File: src/rtl/note_sequencer.sv
// note_sequencer: steps through a programmable table of just-intonation notes and
// drives the synthesizer with a Q.20 frequency word, filter cutoff and gate.
module note_sequencer #(
    parameter int          DEPTH           = 16,
    parameter int          HALF_BEAT_TICKS = 24000,
    parameter logic [31:0] BASE_FREQ_Q20   = 32'd115343360,
    localparam int         AW              = $clog2(DEPTH)
) (
    input  logic          clk,
    input  logic          reset_n,
    input  logic          sample_tick,
    input  logic          start,
    input  logic          stop,
    input  logic          loop_en,
    input  logic          wr_en,
    input  logic [AW-1:0] wr_addr,
    input  logic [16:0]   wr_data,
    output logic [31:0]   frequency,
    output logic [2:0]    cutoff,
    output logic          gate,
    output logic [AW-1:0] step,
    output logic          note_strobe,
    output logic          busy,
    output logic          done
);

    typedef enum logic [2:0] {
        IDLE,
        FETCH,
        CALC,
        PLAY,
        DONE
    } state_t;

    state_t state;
    state_t next_state;

    logic [16:0]   table_mem [DEPTH];
    logic [16:0]   rd_data;
    logic [AW-1:0] addr;
    logic [23:0]   remaining;

    logic [7:0]    entry_len;
    logic [2:0]    entry_cut;
    logic [1:0]    entry_oct;
    logic [3:0]    entry_note;
    logic          entry_pitched;
    logic [21:0]   ratio;
    logic [31:0]   note_base;
    logic [31:0]   note_freq;
    logic          last_tick;
    logic          at_last_entry;

    // Ratio values are floor(num * 2^20 / den); indices 13..15 are rests.
    function automatic logic [21:0] ratio_rom(input logic [3:0] idx);
        case (idx)
            4'd0:    ratio_rom = 22'd1048576;
            4'd1:    ratio_rom = 22'd1118481;
            4'd2:    ratio_rom = 22'd1179648;
            4'd3:    ratio_rom = 22'd1258291;
            4'd4:    ratio_rom = 22'd1310720;
            4'd5:    ratio_rom = 22'd1398101;
            4'd6:    ratio_rom = 22'd1474560;
            4'd7:    ratio_rom = 22'd1572864;
            4'd8:    ratio_rom = 22'd1677721;
            4'd9:    ratio_rom = 22'd1747626;
            4'd10:   ratio_rom = 22'd1864135;
            4'd11:   ratio_rom = 22'd1966080;
            4'd12:   ratio_rom = 22'd2097152;
            default: ratio_rom = 22'd0;
        endcase
    endfunction

    assign entry_len     = rd_data[16:9];
    assign entry_cut     = rd_data[8:6];
    assign entry_oct     = rd_data[5:4];
    assign entry_note    = rd_data[3:0];
    assign entry_pitched = (entry_note <= 4'd12);

    always_comb begin
        ratio     = ratio_rom(entry_note);
        note_base = 32'((64'(BASE_FREQ_Q20) * 64'(ratio)) >> 20);
        note_freq = note_base << entry_oct;
    end

    assign last_tick     = (state == PLAY) && sample_tick && (remaining == 24'd1);
    assign at_last_entry = (addr == AW'(DEPTH - 1));

    // Table RAM has no reset; a same-cycle write to the read address returns old data.
    always_ff @(posedge clk) begin
        if (wr_en) begin
            table_mem[wr_addr] <= wr_data;
        end
        if (state == FETCH) begin
            rd_data <= table_mem[addr];
        end
    end

    always_ff @(posedge clk) begin
        if (!reset_n) begin
            state <= IDLE;
        end else begin
            state <= next_state;
        end
    end

    always_comb begin
        next_state = state;
        case (state)
            IDLE: begin
                if (start) begin
                    next_state = FETCH;
                end
            end
            FETCH: next_state = CALC;
            CALC: begin
                // A zero-length first entry with looping would spin forever, so it ends instead.
                if (entry_len == 8'd0) begin
                    next_state = (loop_en && (addr != '0)) ? FETCH : DONE;
                end else begin
                    next_state = PLAY;
                end
            end
            PLAY: begin
                if (last_tick) begin
                    next_state = (at_last_entry && !loop_en) ? DONE : FETCH;
                end
            end
            DONE:    next_state = IDLE;
            default: next_state = IDLE;
        endcase
        if (stop) begin
            next_state = IDLE;
        end
    end

    always_comb begin
        busy = (state != IDLE);
        done = (state == DONE);
    end

    // Outputs hold through FETCH/CALC between notes so the gate never drops mid-pattern.
    always_ff @(posedge clk) begin
        if (!reset_n) begin
            addr        <= '0;
            remaining   <= '0;
            frequency   <= '0;
            cutoff      <= '0;
            gate        <= 1'b0;
            step        <= '0;
            note_strobe <= 1'b0;
        end else begin
            note_strobe <= 1'b0;
            if (stop) begin
                frequency <= '0;
                cutoff    <= '0;
                gate      <= 1'b0;
                step      <= '0;
            end else begin
                case (state)
                    IDLE: begin
                        if (start) begin
                            addr <= '0;
                        end
                    end
                    CALC: begin
                        if (next_state == PLAY) begin
                            frequency   <= entry_pitched ? note_freq : 32'd0;
                            cutoff      <= entry_cut;
                            gate        <= entry_pitched;
                            step        <= addr;
                            note_strobe <= 1'b1;
                            remaining   <= 24'(entry_len) * 24'(HALF_BEAT_TICKS);
                        end else if (next_state == FETCH) begin
                            addr <= '0;
                        end
                    end
                    PLAY: begin
                        if (sample_tick) begin
                            if (remaining == 24'd1) begin
                                addr <= addr + AW'(1);
                            end else begin
                                remaining <= remaining - 24'd1;
                            end
                        end
                    end
                    default: ;
                endcase
                if (next_state == DONE) begin
                    frequency <= '0;
                    cutoff    <= '0;
                    gate      <= 1'b0;
                end
            end
        end
    end

endmodule

File: config.mk
export PLATFORM = sky130hd
export DESIGN_NAME = note_sequencer
export DESIGN_NICKNAME = d
export VERILOG_FILES = /design/src/rtl/note_sequencer.sv
export SDC_FILE = /design/constraint.sdc
export NUM_CORES = 1
export LEC_CHECK = 0
export CAP_MARGIN = 20
export CORE_ASPECT_RATIO = 0.7
export CORE_MARGIN = 4
export CORE_UTILIZATION = 44
export DETAILED_ROUTE_END_ITERATION = 10
export PLACE_DENSITY = 0.61
export RECOVER_POWER = 25
export REMOVE_ABC_BUFFERS = 1
export SYNTH_ARGS = -nofsm -noshare
export SYNTH_HDL_FRONTEND = slang
export SYNTH_SLANG_ARGS = --single-unit
export TNS_END_PERCENT = 30
File: constraint.sdc
create_clock -name clk -period 6.9 [get_ports clk]
set_input_delay 0.69 -clock clk [delete_from_list [all_inputs] [get_ports clk]]
set_output_delay 0.69 -clock clk [all_outputs]
set_load 0.05 [all_outputs]
==> metrics.yaml <==
cts:
  clock_path_buffers: 3
  clock_latency_ns: 0.56
  cts_tree: "built"
  cts_hold_repair.buffers: 0
  clk_pin_slew_ns: 0.06
  postCtsSetupRepairBufs: 0
  cts_buffers: 37
  cts-resized-gates: 0
  htree_levels: 2
  root_buffer: "clkbuf_16"
  clock-sinks: 360
detailed_routing:
  drc: 0
  drt-total-wl_um: 45170
  drt_pass1_iterations: 7
  ant_nets: 0
  wl_per_cell_um: 20.57
  vias_per_cell: 5.485
  vias: 12040
  drt-initial-drc-count: 1006
timing:
  post-route-period-util_pct: 89.57
  rsz0062_at_grt: "no"
  tns_ns: 0
  setup-violations-final: 0
  finalWorstSetupSlack_ns: 0.7193
  fin_crit_ns: 6.181
  hold_violations: 0
  finalClockSkew_ns: 0.04419
  maxSlewHeadroom_pct: 27.92
  final_max_slew_viol_count: 0
  tightest_slew_ns: 1.081
  max_freq_mhz: 161.8
setup_path:
  cpLargestDelayFamily: "adder cells"
  crit_chain: "inv_1, nor2_1, nand2_1, nand2_1, inv_1, fa_1, inv_1, fa_1, inv_1, fa_1, inv_1, ha_1, o21ai_1, a211oi_2, a21boi_1, o2111ai_2, o21ai_1, xnor2_1, o221ai_1, nor3_1, a211oi_1"
  path_common_cell: "inv_1"
  arrival_ns: 6.56
  setup.worst_path.class: "flop to flop"
  required_ns: 7.28
  cp_slowest_cell: "fa_1"
  reg2regPathDepth: 21
  critPathMaxFanout: 13
  worst-path-stages: 21
  cp_num_buf_inv: 5
  crit_path_end_kind: "flop"
  start_kind: "flop"
  slowest_delay_ns: 0.58
yosys:
  syn_area_sq_um: 19450
  yosysMostFrequentCell: "edfxtp_1"
  synth_cell_types: 78
  synth-edff-count: 289
  synth_top_area_share_pct: 44.61
  ys_seq_area_share_pct: 51.92
  synth-xor-area-share_pct: 2.296
  synthSimpleGateAreaFrac_pct: 8.078
  synth-seq-cells: 360
  synthArstFlopShare_pct: 0
  synth-compound-area-share_pct: 8.207
  synth_mux_area_share_pct: 10.68
  yosysWarnings: 0
  yosysTopAreaCell: "edfxtp_1"
  synth.top_cells.by_count: "edfxtp_1 (289), inv_1 (170), nor2_1 (129)"
  synthTopCellsByArea: "edfxtp_1 (45%), mux4_2 (9.8%), dfxtp_1 (7.3%)"
  synth_fa_ha_area_share_pct: 14.18
  synthCells: 1500
  synth_top_family_by_area: "adder cells"
  ys.flop_type: "edfxtp_1"
  synth_area_per_cell_sq_um: 12.97
cells_and_area:
  drive_gt1_share_pct: 13.62
  area_growth_pct: 14.18
  fin_nets: 1784
  final_cells: 2196
grt:
  grt_pass1_wl_um: 70590
  first_global_vias: 12130
  grt_max_degree: 73
  grt.total_usage_pct: 19.01
  antenna_found_initial: 4
  gr-total-overflow: 0
placement:
  place_congestion: 0.8669
  dpl.hpwl_um: 30420
  dp.cells: 2130
  numPortBuffers: 69
  dp_slack_ns: 0.7641
floorplan:
  core_area_sq_um: 43720
  fp-row-count: 64
  ios: 71
  dieWidth_um: 259.3
  start_util_pct: 44.49
  dieHeight_um: 183.9
  dieArea_sq_um: 47700
hold_path:
  whs_path_depth: 2
  hp-class: "flop to flop"
outcome:
  status: "complete, no violations"
pwr:
  p_leak_nw: 8.117
  power_density_nw_per_um2: 239.0
  peakVddDrop_v: 0.0002088
job:
  maxCapViolations: 0
-- routing by layer --
layer / wire [um] / part of all wire, % / track usage [%] / up-vias
met1: 21770 / 48 / 29.02 / 6082
li1: - / - / - / 5622
met2: 20410 / 45 / 29.52 / 291
met4: 520 / 1.2 / 2.890 / 2
met3: 2449 / 5.4 / 3.139 / 47
met5: 14 / 0.031 / 0 / -
-- where the power goes --
group          internal (mW)  switching, mW  total (mW)
Sequential              2.38         0.0164        2.40
Clock                   1.23          0.867        2.10
Combinational          0.321          0.488       0.810
Total                   3.94           1.37        5.31
-- worst paths after layout --
| check | from | slack (ns) | endpoint |
|---|---|---|---|
| worst max-delay path | rd_data[2]$_DFFE_PP_ | 0.72 | frequency[27]$_SDFFE_PP0P_ |
| worst min-delay path | step[0]$_SDFFE_PP0P_ | 0.46 | step[0]$_SDFFE_PP0P_ |
| worst max register to register | rd_data[2]$_DFFE_PP_ | 0.72 | frequency[27]$_SDFFE_PP0P_ |
| worst min register to register | step[0]$_SDFFE_PP0P_ | 0.46 | step[0]$_SDFFE_PP0P_ |
-- registers in the layout (all words and copies together), names as in the netlist --
name and count:
state 3, rd_data 17, gate 1, remaining 24, cutoff 3, note_strobe 1, addr 4, step 4
table_mem 272, frequency 31
-- tightest hold or removal path: stages, from the launching register on --
cell and delay (ns):
dfxtp_1 0.31, nand2_1 0.05, a21oi_1 0.05
-- layout by cell type (no fill, tap or decap), types with 9 or more instances in the layout --
| cell type | Yosys | final |
|---|---|---|
| nand2_1 | 85 | 85 |
| nor2_2 | 1 | 13 |
| dfxtp_1 | 71 | 68 |
| a21oi_1 | 76 | 76 |
| a211oi_1 | 12 | 12 |
| edfxtp_1 | 289 | 289 |
| fa_1 | 69 | 69 |
| o21ai_0 | 53 | 53 |
| inv_1 | 170 | 170 |
| mux2i_1 | 13 | 13 |
| xor2_1 | 15 | 15 |
| clkbuf_16 | 0 | 37 |
| nand3_1 | 15 | 15 |
| xnor2_1 | 36 | 36 |
| o21a_1 | 11 | 11 |
| clkdlybuf4s50_1 | 0 | 57 |
| dlygate4sd3_1 | 0 | 12 |
| nand2b_1 | 13 | 13 |
| mux4_2 | 85 | 85 |
| a22oi_1 | 9 | 9 |
| nor4_1 | 10 | 9 |
| ha_1 | 110 | 110 |
| buf_4 | 4 | 27 |
| nor2_1 | 129 | 117 |
| nor3_1 | 35 | 29 |
-- kinds of logic after synthesis --
group	after synthesis
AND/OR/NAND/NOR	337
AO/OA/AOI/OAI	240
flip-flops	360
XOR/XNOR	51
adder cells (fa/ha/maj)	179
multiplexers	101
other	1
buffers and inverters	231
-- metrics by stage --
stage	area (sq um)	util, %	power, mW	hold slack, ns
4_1_cts	22180	50.72	5.349	0.4604
3_3_place_gp	20900	47.81	3.232	0.4502
5_1_grt	22210	50.80	5.561	0.4816
3_5_place_dp	20900	47.81	3.247	0.4526
2_1_floorplan	19200	-	3.034	0.4496
6_report	22210	50.80	5.309	0.4579
-- cell type report --
class / instances / area (sq um)
antenna: 1 / 2.502
clock buffer: 43 / 958.4
clock inverter: 20 / 312.8
fill: 3774 / 21510
inverter: 171 / 641.9
multi-input combinational: 910 / 8524
sequential: 360 / 10110
tap: 594 / 743.2
timing repair buffer: 97 / 920.9
No activity file was read; power rests on OpenSTA's default activity.
